--- config.mk ---
export PLATFORM = sky130hd
export DESIGN_NAME = add_seq_nib
export DESIGN_NICKNAME = d
export VERILOG_FILES = /design/src/rtl/add_seq_nib_pkg.sv /design/src/rtl/add_seq_nib_rca.sv /design/src/rtl/add_seq_nib.sv
export SDC_FILE = /design/constraint.sdc
export NUM_CORES = 1
export LEC_CHECK = 0
export BUFFER_PORTS_ARGS = -buffer_cell sky130_fd_sc_hd__buf_4
export CAP_MARGIN = 40
export CORE_MARGIN = 10
export CORE_UTILIZATION = 30
export CTS_CLUSTER_SIZE = 12
export DETAILED_ROUTE_END_ITERATION = 12
export PLACE_DENSITY = 0.54
export SLEW_MARGIN = 15
export SYNTH_ARGS = -nofsm -noshare
export SYNTH_HDL_FRONTEND = slang
export SYNTH_HIERARCHICAL = 1
export SYNTH_SLANG_ARGS = --single-unit
--- constraint.sdc ---
create_clock -name clk -period 4.6 [get_ports clk]
set_input_delay 0.69 -clock clk [delete_from_list [all_inputs] [get_ports clk]]
set_output_delay 0.69 -clock clk [all_outputs]
set_load 0.01 [all_outputs]
--- src/rtl/add_seq_nib_pkg.sv ---
// Shared constants for the nibble-serial adder/subtractor.
// State encoding and the width of the single nibble adder.
package add_seq_nib_pkg;

    localparam int NIB_W = 4;

    typedef enum logic [1:0] {
        IDLE = 2'b00,
        BUSY = 2'b01,
        DONE = 2'b10
    } state_t;

endpackage

--- src/rtl/add_seq_nib_rca.sv ---
// rca_4b: 4-bit ripple-carry nibble adder.
// Pure combinational; one instance serves every nibble of the word.
module rca_4b
    import add_seq_nib_pkg::*;
(
    input  logic [NIB_W-1:0] a,
    input  logic [NIB_W-1:0] b,
    input  logic             ci,
    output logic [NIB_W-1:0] s,
    output logic             co
);

    logic c1;
    logic c2;
    logic c3;

    assign s[0] = a[0] ^ b[0] ^ ci;
    assign c1   = (a[0] & b[0]) | (ci & (a[0] ^ b[0]));
    assign s[1] = a[1] ^ b[1] ^ c1;
    assign c2   = (a[1] & b[1]) | (c1 & (a[1] ^ b[1]));
    assign s[2] = a[2] ^ b[2] ^ c2;
    assign c3   = (a[2] & b[2]) | (c2 & (a[2] ^ b[2]));
    assign s[3] = a[3] ^ b[3] ^ c3;
    assign co   = (a[3] & b[3]) | (c3 & (a[3] ^ b[3]));

endmodule

--- src/rtl/add_seq_nib.sv ---
// Multi-cycle N-bit adder/subtractor, one nibble per clock, LSB first.
// valid/ready on both sides; carry is registered between nibbles.
module add_seq_nib
    import add_seq_nib_pkg::*;
#(
    parameter int N = 16
) (
    input  logic         clk,
    input  logic         rst_n,
    input  logic         in_valid,
    output logic         in_ready,
    input  logic [N-1:0] a,
    input  logic [N-1:0] b,
    input  logic         sub,
    input  logic         c_in,
    output logic         out_valid,
    input  logic         out_ready,
    output logic [N-1:0] sum,
    output logic         c_out,
    output logic         ovf
);

    localparam int NIB   = N / NIB_W;
    localparam int CNT_W = $clog2(NIB);

    if ((N % NIB_W) != 0 || N < 8) begin : g_bad_n
        $error("add_seq_nib: N must be a multiple of 4 and >= 8");
    end

    state_t             state_q;
    state_t             state_d;
    logic [CNT_W-1:0]   cnt_q;
    logic [N-1:0]       a_q;
    logic [N-1:0]       b_q;
    logic [N-1:0]       sum_q;
    logic               carry_q;
    logic               c_out_q;
    logic               ovf_q;
    logic               last;
    logic [NIB_W-1:0]   nib_a;
    logic [NIB_W-1:0]   nib_b;
    logic [NIB_W-1:0]   nib_s;
    logic               nib_co;

    assign last  = (cnt_q == CNT_W'(NIB - 1));
    assign nib_a = a_q[cnt_q*NIB_W +: NIB_W];
    assign nib_b = b_q[cnt_q*NIB_W +: NIB_W];

    rca_4b u_rca (
        .a  (nib_a),
        .b  (nib_b),
        .ci (carry_q),
        .s  (nib_s),
        .co (nib_co)
    );

    always_comb begin
        state_d   = state_q;
        in_ready  = 1'b0;
        out_valid = 1'b0;
        unique case (state_q)
            IDLE: begin
                in_ready = 1'b1;
                if (in_valid) state_d = BUSY;
            end
            BUSY: begin
                if (last) state_d = DONE;
            end
            DONE: begin
                out_valid = 1'b1;
                if (out_ready) state_d = IDLE;
            end
            default: state_d = IDLE;
        endcase
    end

    always_ff @(posedge clk or negedge rst_n) begin
        if (!rst_n) begin
            state_q <= IDLE;
            cnt_q   <= '0;
            a_q     <= '0;
            b_q     <= '0;
            sum_q   <= '0;
            carry_q <= 1'b0;
            c_out_q <= 1'b0;
            ovf_q   <= 1'b0;
        end else begin
            state_q <= state_d;
            unique case (state_q)
                IDLE: begin
                    if (in_valid) begin
                        a_q     <= a;
                        b_q     <= sub ? ~b : b;
                        carry_q <= sub | c_in;
                        cnt_q   <= '0;
                    end
                end
                BUSY: begin
                    sum_q[cnt_q*NIB_W +: NIB_W] <= nib_s;
                    carry_q <= nib_co;
                    cnt_q   <= cnt_q + 1'b1;
                    // nib_s[3] is the new sum MSB on the final nibble
                    if (last) begin
                        c_out_q <= nib_co;
                        ovf_q   <= (a_q[N-1] == b_q[N-1]) &&
                                   (nib_s[NIB_W-1] != a_q[N-1]);
                    end
                end
                default: ;
            endcase
        end
    end

    assign sum   = sum_q;
    assign c_out = c_out_q;
    assign ovf   = ovf_q;

endmodule

# Word level (Yosys, flattened, before mapping)
# Index checks and enable logic that the tools add are counted.
[word_totals] out_inout_bits=20 in_bits=38 reg_bits=55 word_cells=63
[classes] n_mux=12 n_addsub=2 n_eq_ne=8 reduce_logical=7 n_bitwise=22 n_shift=4
[op_table] operator="negation 4 -> 34 bit" n=1
[op_table] operator="variable shift 4 x 34 -> 16 bit, first input constant" n=1
[op_table] operator="indexed part select 4 x 34 -> 16 bit" n=1
[op_table] operator="indexed part select 16 x 5 -> 4 bit" n=2
[op_table] operator="bitwise mux 16 bit" n=1
[op_table] operator="2-to-1 mux 16 bit" n=1
[op_table] operator="inverter 16 bit" n=1
[op_table] operator="AND 1 bit" n=8
[op_table] operator="2-to-1 mux 2 bit" n=4
[op_table] operator="bitwise XOR 1 bit" n=8
[op_table] operator="!= test 2 bit, second input constant" n=3
[op_table] operator="case mux 2 bit (3 select lines)" n=1
[op_table] operator="AND reduction 2 bit" n=3
[op_table] operator="OR 1 bit" n=5
[op_table] operator="equality test 2 bit, second input constant" n=2
[op_table] operator="case mux 2 bit (2 select lines)" n=1
[op_table] operator="2-to-1 mux 1 bit" n=3
[op_table] operator="AND reduction 3 bit" n=1
[op_table] operator="adder 2 x 1 -> 2 bit, second input constant" n=1
[op_table] operator="equality test 2 x 1 -> 1 bit, second input constant" n=1
[op_table] operator="zero test 2 bit" n=1
[op_table] operator="case mux 1 bit (2 select lines)" n=1
[op_table] operator="nonzero test 2 bit" n=1
[op_table] operator="equality test 1 bit" n=1
[op_table] operator="2 further kinds" n=2

# Depth between registers and ports, before layout
# Gate-level depths: netlist (run 1).
[depth] word_depth=11 depth_mapped=13 depth_no_buf=12

# Modules after synthesis
# Netlist (run 1), hierarchy kept.
[by_module_without_submodules] mod="add_seq_nib" area_per_inst_um2=2641.3 seq_area_each_um2=1376.3 instances=1 cells_per_inst=235
[by_module_without_submodules] mod="rca_4b" area_per_inst_um2=117.6 seq_area_each_um2=0.0 instances=1 cells_per_inst=14

# Least setup slack after synthesis (run 1)
# No wires, ideal clock.
[synth_timing] kind="register to register" startpoint="reg cnt_q[0]" endpoint="reg ovf_q, in the netlist ovf" path_stages_with_launch=14 setup_time_ns=0.135 n_path_buf=1 arrival_time_ns=3.196 period_less_slack_ns=3.331 required_time_ns=4.465 path_slack_ns=1.269 cell_sequence="dfrtp_1 buf_2 mux4_2 fa_1 inv_1 fa_1 inv_1 fa_1 inv_1 fa_1 inv_1 and3b_1 a21oi_1 o21ai_0"
[synth_between] elab_chain_cells=11 word_cells_on_any_way=20 classes_between="eq/ne (2); shift (2); bitwise (14); reduce/logical (2)"
[synth_lines] item="start, declared" line_no="add_seq_nib.sv:32" source="logic [CNT_W-1:0] cnt_q;"
[synth_lines] item="start signal, assigned" line_no="add_seq_nib.sv:101" source="cnt_q <= cnt_q + 1'b1;"
[synth_lines] item="indexed part select 16 x 5 -> 4 bit (*)" line_no="add_seq_nib.sv:46" source="assign nib_a = a_q[cnt_q*NIB_W +: NIB_W];"
[synth_lines] item="net nib_a[0]" line_no="add_seq_nib.sv:40" source="logic [NIB_W-1:0] nib_a;"
[synth_lines] item="bitwise XOR 1 bit" line_no="add_seq_nib_rca.sv:18" source="assign c1 = (a[0] & b[0]) | (ci & (a[0] ^ b[0]));"
[synth_lines] item="AND 1 bit" line_no="add_seq_nib_rca.sv:18"
[synth_lines] item="OR 1 bit (*)" line_no="add_seq_nib_rca.sv:18"
[synth_lines] item="AND 1 bit (*)" line_no="add_seq_nib_rca.sv:20" source="assign c2 = (a[1] & b[1]) | (c1 & (a[1] ^ b[1]));"
[synth_lines] item="OR 1 bit (*)" line_no="add_seq_nib_rca.sv:20"
[synth_lines] item="AND 1 bit (*)" line_no="add_seq_nib_rca.sv:22" source="assign c3 = (a[2] & b[2]) | (c2 & (a[2] ^ b[2]));"
[synth_lines] item="OR 1 bit (*)" line_no="add_seq_nib_rca.sv:22"
[synth_lines] item="bitwise XOR 1 bit (*)" line_no="add_seq_nib_rca.sv:23" source="assign s[3] = a[3] ^ b[3] ^ c3;"
[synth_lines] item="net nib_s[3]" line_no="add_seq_nib.sv:42" source="logic [NIB_W-1:0] nib_s;"
[synth_lines] item="!= test 1 bit (*)" line_no="add_seq_nib.sv:106" source="(nib_s[NIB_W-1] != a_q[N-1]);"
[synth_lines] item="logical AND 1 bit (*)" line_no="add_seq_nib.sv:105" source="ovf_q <= (a_q[N-1] == b_q[N-1]) &&"
[synth_lines] item="end signal, assigned" line_no="add_seq_nib.sv:105"
[synth_lines] item="end, declared" line_no="add_seq_nib.sv:38" source="logic ovf_q;"
# The timed path passes the listed nets; every way through them passes the cells marked *.
# A chain may end at the register's enable or synchronous reset.

# Worst setup path in the final report (run 1)
# Ends and elaborated chain as after synthesis.

==> impl_metrics.yaml, run 1 <==
run_status:
  status: "complete, no violations"
yosys:
  syn_nets: 296
  synthCells: 249
  synth_cell_types: 29
  synth-async-reset-ratio_pct: 100
  synth_flop_cell: "dfrtp_1"
  synth_edf_count: 0
  synth-seq-cells: 55
  synth_area_sq_um: 2760
  syn_area_per_cell_sq_um: 11.1
  yosys_warnings: 6
  ys_seq_area_share_pct: 49.9
worst_setup_path:
  critical_path.slowest_cell: "mux4_2"
  r2r_end: "ovf$_DFFE_PN0P_"
  cp-end-kind: "flip-flop"
  worstPathMaxFanout: 6
  arrival_ns: 3.52
  worstSetupPathType: "flip-flop to flip-flop"
  cp.required_ns: 4.77
  critPathLaunchType: "flip-flop"
  crit_chain: "mux4_2 > fa_1 > inv_1 > fa_1 > inv_1 > fa_1 > inv_1 > fa_1 > inv_1 > and3b_1 > a21oi_1 > o21ai_0"
  max_stage_delay_ns: 0.56
  r2r_slack_ns: 1.25
  timing.rr.start: "cnt_q[0]$_DFFE_PN0P_"
  reg2regPathDepth: 12
finish:
  final_util_pct: 37.8
  final_net_count: 350
  register_area_sq_um: 1380
  antennaDiodeCount: 0
  layout_common_cells: "nand2_1, buf_4, dfrtp_1"
  drive_above_1_share_pct: 32.9
  fin_area_sq_um: 3340
  area_delta_synth_final_pct: 21.1
  n_fill_cell: 916
  layout_commonest_cell: "nand2_1"
  multiInputGateArea_sq_um: 1230
cts:
  cts_sinks: 55
  clockRootBuffer: "clkbuf_8"
  cts_buffer_depth: 2
  postCtsHoldBufs: 0
  postCtsResizedCells: 0
  cts_buffers: 5
  post_cts_buffers: 0
  tritoncts: "done"
  clk_latency_ns: 0.30
  cts-htree-levels: 2
  clk_pin_slew_ns: 0.10
routing:
  drt-initial-drc-count: 77
  ant_nets: 0
  route.detailed.drc: 0
  vias_per_cell: 4.59
  avgRoutedWirePerCell_um: 15.2
  drt-total-wl_um: 6260
  drt_pass1_iterations: 4
  vias: 1890
power_and_ir_drop:
  powerDensity_nw_per_um2: 708
  max-vdd-ir-drop_uv: 354
  power_mw: 2.36
  p_leak_nw: 1.60
place:
  io_buffers: 57
  place.gp.congestion: 0.720
  placed_area_sq_um: 3240
  dp_hpwl_um: 4830
timing:
  maxSlewHeadroom_pct: 54.1
  finalHoldViolations: 0
  rsz0062_at_grt: "false"
  timing.fmax_mhz: 299
  finalCriticalPeriod_ns: 3.35
  finalClockSkew_ns: 0.00698
  period_share_pct: 72.7
  tns_ns: 0
  worst_pin_slew_ns: 0.688
  drv_slew: 0
  hold-worst-slack_ns: 0.431
  setup_viol: 0
global_routing:
  grt_pass1_wl_um: 10300
  track_usage_pct: 9.49
  grt_pass1_vias: 2017
  antenna_found_initial: 0
  grt_max_degree: 56
  grt_overflow: 0
floorplan:
  dieWidth_um: 116
  coreArea_sq_um: 8850
  dieArea_sq_um: 13400
  num_io_pins: 58
  num_rows: 34
  fp.dieH_um: 116
  start_util_pct: 31.2
flow_run:
  maxCapViolCount: 0
worst_hold_path:
  hp-class: "input pin to async pin"
worst max-delay path, delay by kind of cell (launching register included):
kind / cells / cell delay (ns)
compound gates: 2 / 0.18
buf+inv: 4 / 0.38
simple gates: 1 / 0.19
fa+ha+maj: 4 / 1.38
mux: 1 / 0.56
flops: 1 / 0.51
state kept, by name, summed over array words and instances (netlist names):
signal / flops
carry_q: 1
a_q: 16
ovf: 1
b_q: 16
state_q: 2
cnt_q: 2
c_out: 1
sum: 16
synthesized netlist by cell type, drive strengths merged (2+ instances only):
| cell | n | area share [%] |
|---|---|---|
| a32o | 4 | 1.5 |
| dfrtp | 55 | 50 |
| nand2 | 76 | 10 |
| mux4 | 8 | 6.5 |
| o21ai | 25 | 6.7 |
| a22o | 8 | 2.5 |
| buf | 11 | 3.6 |
| nand3 | 3 | 0.73 |
| nand2b | 3 | 0.68 |
| nor2 | 2 | 0.27 |
| inv | 13 | 1.8 |
| clkbuf | 2 | 0.27 |
| fa | 4 | 2.9 |
| nor4 | 2 | 0.91 |
| nor4b | 2 | 1.1 |
| nand3b | 3 | 0.82 |
| xnor2 | 16 | 5.1 |
| ha | 5 | 2.3 |
final cells by class:
cell class / instances / share of cell area, %
well taps: 108 / 4.04
clock inverters: 1 / 0.225
flip-flops and latches: 55 / 41.2
multi-input cells: 168 / 36.7
clock buffers: 7 / 2.88
inverters: 13 / 1.46
repair buffers: 60 / 13.5
power by group:
group | leakage [nW] | internal [mW] | switching [mW]
registers | 0.705 | 0.695 | 0.157
clock network | 0.0505 | 0.137 | 0.157
logic | 0.849 | 0.530 | 0.689
total | 1.60 | 1.36 | 1.00
metal layers:
metal / GRT usage, % / part of all wire (%) / up-vias
li1: - / - / 943
met1: 12.5 / 46 / 898
met2: 15.2 / 48 / 47
met3: 2.74 / 5.5 / 2
met4: 2.00 / 0.46 / 0
met5: 0 / 0 / -
per-stage QoR:
stage,std cells,setup WS (ns)
floorplan,249,1.27
global placement,403,1.37
detailed placement,404,1.25
CTS,412,1.23
global route,412,1.01
finish,412,1.25
worst max path at each step:
stage                     cells past startpoint              end  slack (ns)                  from
after global routing                         12  ovf$_DFFE_PN0P_        1.01  cnt_q[0]$_DFFE_PN0P_
after detailed placement                     12  ovf$_DFFE_PN0P_        1.25  cnt_q[0]$_DFFE_PN0P_
after floorplan                              13  ovf$_DFFE_PN0P_        1.27  cnt_q[0]$_DFFE_PN0P_
after CTS                                    12  ovf$_DFFE_PN0P_        1.23  cnt_q[0]$_DFFE_PN0P_
final                                        12  ovf$_DFFE_PN0P_        1.25  cnt_q[0]$_DFFE_PN0P_
after global placement                       12  ovf$_DFFE_PN0P_        1.37  cnt_q[0]$_DFFE_PN0P_
cells by family after synthesis:
kind of cell / share of synthesized area, %
multiplexers: 6.94
XOR/XNOR: 5.08
flip-flops: 49.9
adder cells (fa/ha/maj): 5.17
AND/OR/NAND/NOR: 16.1
AO/OA/AOI/OAI: 11.2
buffers and inverters: 5.62
Note: power is estimated with default switching activity, not from simulation.
==> inputs of run 2 (changes only) <==
==> constraint.sdc (replaced) <==
create_clock -name clk -period 3.3 [get_ports clk]
set_input_delay 0.495 -clock clk [delete_from_list [all_inputs] [get_ports clk]]
set_output_delay 0.495 -clock clk [all_outputs]
set_load 0.01 [all_outputs]
==> impl_metrics.yaml, run 2 (synthesized netlist as in run 1, its figures left out) <==
global_routing:
  grt_overflow: 0
  antenna_found_initial: 0
  track_usage_pct: 9.42
  grt_pass1_vias: 2038
  grt_pass1_wl_um: 10100
  grt_max_degree: 56
worst_setup_path:
  r2r_end: "ovf$_DFFE_PN0P_"
  crit_path_end: "ovf$_DFFE_PN0P_"
  critPathLaunchType: "flip-flop"
  critical_path.slowest_cell: "mux4_2"
  max_stage_delay_ns: 0.55
  worstSetupPathType: "flip-flop to flip-flop"
  r2r_slack_ns: 0.18
  critPathLaunch: "cnt_q[0]$_DFFE_PN0P_"
  timing.rr.start: "cnt_q[0]$_DFFE_PN0P_"
  arrival_ns: 3.29
  cp.required_ns: 3.47
  worstPathMaxFanout: 5
  reg2regPathDepth: 12
  crit_chain: "mux4_2 > fa_1 > inv_1 > fa_1 > inv_1 > fa_1 > inv_1 > fa_1 > inv_1 > and3b_1 > a21oi_1 > o21ai_0"
  cp-end-kind: "flip-flop"
routing:
  vias: 1924
  route.detailed.drc: 0
  drt-initial-drc-count: 74
  drt-total-wl_um: 6190
  ant_nets: 0
  drt_pass1_iterations: 4
  avgRoutedWirePerCell_um: 14.8
  vias_per_cell: 4.61
power_and_ir_drop:
  max-vdd-ir-drop_uv: 414
  power_mw: 3.34
  p_leak_nw: 1.63
  powerDensity_nw_per_um2: 992
cts:
  cts_sinks: 55
  postCtsResizedCells: 0
  cts-htree-levels: 2
  clk_pin_slew_ns: 0.10
  cts_buffers: 5
  clockRootBuffer: "clkbuf_8"
  clk_latency_ns: 0.30
  postCtsHoldBufs: 0
  cts_buffer_depth: 2
  post_cts_buffers: 0
  tritoncts: "done"
timing:
  rsz0062_at_grt: "false"
  timing.fmax_mhz: 321
  finalClockSkew_ns: 0.00754
  maxSlewHeadroom_pct: 53.3
  finalCriticalPeriod_ns: 3.12
  tns_ns: 0
  worst_pin_slew_ns: 0.701
  period_share_pct: 94.5
  drv_slew: 0
  finalHoldViolations: 0
  setup_viol: 0
floorplan:
  num_rows: 34
  coreArea_sq_um: 8850
  num_io_pins: 58
  dieArea_sq_um: 13400
  dieWidth_um: 116
  fp.dieH_um: 116
  start_util_pct: 31.2
finish:
  area_delta_synth_final_pct: 22.1
  final_net_count: 355
  drive_above_1_share_pct: 33.3
  layout_common_cells: "nand2_1, buf_4, dfrtp_1"
  antennaDiodeCount: 0
  layout_commonest_cell: "nand2_1"
run_status:
  status: "complete, no violations"
worst_hold_path:
  hp-class: "input pin to async pin"
place:
  place.gp.congestion: 0.737
  dp_hpwl_um: 4670
  io_buffers: 57
flow_run:
  maxCapViolCount: 0
[run 2: changes by cell type in the layout (fill, tap and decap cells not counted), sizes merged]
cell	delta
clkinv	+1
clkinvlp	-1
buf	+5
[run 2: layout make-up]
type | instances | area (sq um)
inverters | 13 | 48.8
well taps | 108 | 135
repair buffers | 65 | 500
clock inverters | 1 | 5.00
fillers | 914 | 5480
multi-input cells | 168 | 1230
clock buffers | 7 | 76.3
flip-flops and latches | 55 | 1380
[run 2: critical path, delay by kind of cell (launching register included)]
kind            cells  cell delay [ns]
flops               1             0.47
buf+inv             4             0.28
compound gates      2             0.19
mux                 1             0.55
fa+ha+maj           4             1.33
simple gates        1             0.17
[run 2: metrics by stage]
step	area [sq um]	instances	utilization (%)	hold WS (ns)	setup WS, ns
floorplan	2760	249	-	0.199	0.0537
global placement	3270	408	36.9	0.456	0.255
detailed placement	3270	408	36.9	0.461	0.190
CTS	3350	416	37.9	0.260	0.163
global route	3370	417	38.1	0.287	0.0495
finish	3370	417	38.1	0.235	0.180
[run 2: metal layers]
layer,global-route usage [%],up-vias,wire length (um),part of all wire [%]
met5,0,-,0,0
met4,2.50,0,44,0.71
met1,12.2,923,2870,46
met2,14.5,50,2810,45
li1,-,946,-,-
met3,3.41,5,461,7.5
[run 2: worst min-delay path by stage]
stage | cells past startpoint | slack [ns] | start | to
CTS | 1 | 0.26 | rst_n | sum[2]$_DFFE_PN0P_
global route | 1 | 0.29 | rst_n | sum[14]$_DFFE_PN0P_
global placement | 2 | 0.46 | a_q[11]$_DFFE_PN0P_ | a_q[11]$_DFFE_PN0P_
floorplan | 0 | 0.20 | rst_n | a_q[0]$_DFFE_PN0P_
detailed placement | 2 | 0.46 | a_q[11]$_DFFE_PN0P_ | a_q[11]$_DFFE_PN0P_
finish | 1 | 0.24 | rst_n | sum[14]$_DFFE_PN0P_
[run 2: power by group]
group	internal, mW	switching [mW]	leakage, nW
combinational	0.812	1.00	0.879
sequential	0.968	0.200	0.705
clock	0.150	0.209	0.0422
total	1.93	1.41	1.63
==> inputs of run 3 (changes only) <==
--- a/config.mk
+++ b/config.mk
@@ -5,6 +5,7 @@
 export SDC_FILE = /design/constraint.sdc
 export NUM_CORES = 1
 export LEC_CHECK = 0
+export ABC_AREA = 1
 export BUFFER_PORTS_ARGS = -buffer_cell sky130_fd_sc_hd__buf_4
 export CAP_MARGIN = 40
 export CORE_MARGIN = 10
==> impl_metrics.yaml, run 3 <==
run_status:
  status: "complete, no violations"
cts:
  cts_buffers: 5
  cts_buffer_depth: 2
  cts-htree-levels: 2
  post_cts_buffers: 0
  tritoncts: "done"
  postCtsHoldBufs: 0
  clk_pin_slew_ns: 0.09
  postCtsResizedCells: 0
  cts_sinks: 55
  clockRootBuffer: "clkbuf_8"
  clk_latency_ns: 0.31
floorplan:
  dieWidth_um: 118
  coreArea_sq_um: 9280
  num_io_pins: 58
  fp.dieH_um: 118
  num_rows: 35
  start_util_pct: 31.0
  dieArea_sq_um: 13900
worst_setup_path:
  critPathTopFamily: "adder cells"
  cp-end-kind: "flip-flop"
  critPathLaunch: "cnt_q[0]$_DFFE_PN0P_"
  max_stage_delay_ns: 0.41
  cp_common_cell: "inv_1"
  worstPathMaxFanout: 20
  timing.rr.start: "cnt_q[0]$_DFFE_PN0P_"
  critPathLaunchType: "flip-flop"
  arrival_ns: 3.22
  cp.required_ns: 3.55
  worstSetupPathType: "flip-flop to flip-flop"
  critical_path.slowest_cell: "fa_1"
  crit_buf_inv: 6
  crit_chain: "inv_2 > nand2_1 > o211ai_1 > nand2_1 > fa_1 > inv_1 > fa_1 > inv_1 > fa_1 > inv_1 > fa_1 > inv_1 > inv_1 > nor3_2 > nand2_1 > nand2_1"
timing:
  setup_slack_ns: 0.328
  period_share_pct: 90.1
  worst_pin_slew_ns: 0.698
  tns_ns: 0
  finalHoldViolations: 0
  finalClockSkew_ns: 0.00513
  timing.fmax_mhz: 336
  rsz0062_at_grt: "false"
  drv_slew: 0
  setup_viol: 0
  finalCriticalPeriod_ns: 2.97
  maxSlewHeadroom_pct: 53.5
yosys:
  ys_seq_area_share_pct: 47.9
  synth_edf_count: 0
  synth.largest_area_cell: "dfrtp_1"
  syn_area_per_cell_sq_um: 8.33
  synth-compound-area-share_pct: 8.27
  synth_area_sq_um: 2870
  synth_cell_types: 24
  synthMuxAreaShare_pct: 0
  synth_flop_cell: "dfrtp_1"
  synth_top_area_share_pct: 47.9
  synth_fa_ha_area_share_pct: 4.96
  synth_top_family_by_area: "simple AND/OR/NAND/NOR gates"
  synthCells: 345
  syn_nets: 392
  synth.area.top_cells: "dfrtp_1, nand2_1, xnor2_1"
  synth-async-reset-ratio_pct: 100
  yosys_warnings: 6
  synth-seq-cells: 55
  synth.most_common_cell: "nand2_1"
  synthXorXnorAreaFrac_pct: 4.88
  synth_common_cells: "nand2_1, dfrtp_1, inv_1"
  yosys.area_share.simple_pct: 26.1
place:
  place.gp.congestion: 0.786
  placed_area_sq_um: 3380
  io_buffers: 57
  dp_hpwl_um: 5070
  dpl_worst_slack_ns: 0.343
global_routing:
  track_usage_pct: 9.97
  grt_pass1_vias: 2314
  grt_pass1_wl_um: 11700
  grt_overflow: 0
  antenna_found_initial: 0
  grt_max_degree: 56
power_and_ir_drop:
  powerDensity_nw_per_um2: 972
  power_mw: 3.37
  p_leak_nw: 1.82
  max-vdd-ir-drop_uv: 315
finish:
  layout_common_cells: "nand2_1, buf_4, dfrtp_1"
  drive_above_1_share_pct: 19.7
  fin_area_sq_um: 3460
  final_util_pct: 37.3
  register_area_sq_um: 1380
  layout_commonest_cell: "nand2_1"
  n_fill_cell: 1020
  final_net_count: 443
  antennaDiodeCount: 0
  multiInputGateArea_sq_um: 1270
  area_delta_synth_final_pct: 20.5
routing:
  route.detailed.drc: 0
  drt-initial-drc-count: 167
  vias_per_cell: 4.33
  vias: 2272
  avgRoutedWirePerCell_um: 12.7
  ant_nets: 0
  drt_pass1_iterations: 4
  drt-total-wl_um: 6650
worst_hold_path:
  hp-class: "input pin to async pin"
flow_run:
  maxCapViolCount: 0
==> run 3: per-layer routing <==
layer  vias up  GRT usage (%)  part of all wire (%)
li1       1175              -                     -
met1      1046           13.6                    52
met2        44           15.2                    44
met3         7           2.35                   3.1
met4         0           2.78                   1.1
met5         -              0                     0
==> run 3: final cells by class <==
cell class	count	area share, %
Clock buffer	6	2.38
Clock inverter	1	0.145
Inverter	31	3.36
Multi-Input combinational cell	243	36.7
Sequential cell	55	39.7
Tap cell	129	4.66
Timing Repair Buffer	60	13.0
==> run 3: cell families (layout without fill, tap and decap cells) <==
kind of cell               count (synthesis)  count (layout)
buffers and inverters                     47              98
adders and majority gates                  9               9
DFF                                       55              55
and+or+nand+nor                          177             177
AOI/OAI and AO/OA                         41              41
xor gates and xnor gates                  16              16
==> run 3: metrics by stage <==
step,hold slack [ns],instances
6_report,0.219,525
2_1_floorplan,0.199,345
5_1_grt,0.291,525
4_1_cts,0.255,525
3_3_place_gp,0.457,518
3_5_place_dp,0.462,518
==> run 3: path summary, 6_finish.rpt <==
check | to | slack, ns | cells after the start
max in group asynchronous | sum[11]$_DFFE_PN0P_ | 2.61 | 1
worst min register to register | a_q[1]$_DFFE_PN0P_ | 0.48 | 2
worst max-delay path | sum[15]$_DFFE_PN0P_ | 0.33 | 16
worst max register to register | sum[15]$_DFFE_PN0P_ | 0.33 | 16
min in group clk | state_q[1]$_DFFE_PN0P_ | 0.36 | 2
worst min-delay path | sum[10]$_DFFE_PN0P_ | 0.22 | 1
==> run 3: worst register-to-register path: stages (launching register included) <==
cell and delay [ns]:
dfrtp_1 0.40, inv_2 0.24, nand2_1 0.09, o211ai_1 0.09, nand2_1 0.10, fa_1 0.41
inv_1 0.07, fa_1 0.15, inv_1 0.05, fa_1 0.36, inv_1 0.08, fa_1 0.40
inv_1 0.10, inv_1 0.08, nor3_2 0.17, nand2_1 0.07, nand2_1 0.06
==> run 3: power breakdown <==
part / switching (mW) / internal [mW]
combinational: 1.13 / 0.686
sequential: 0.199 / 0.969
clock: 0.215 / 0.165
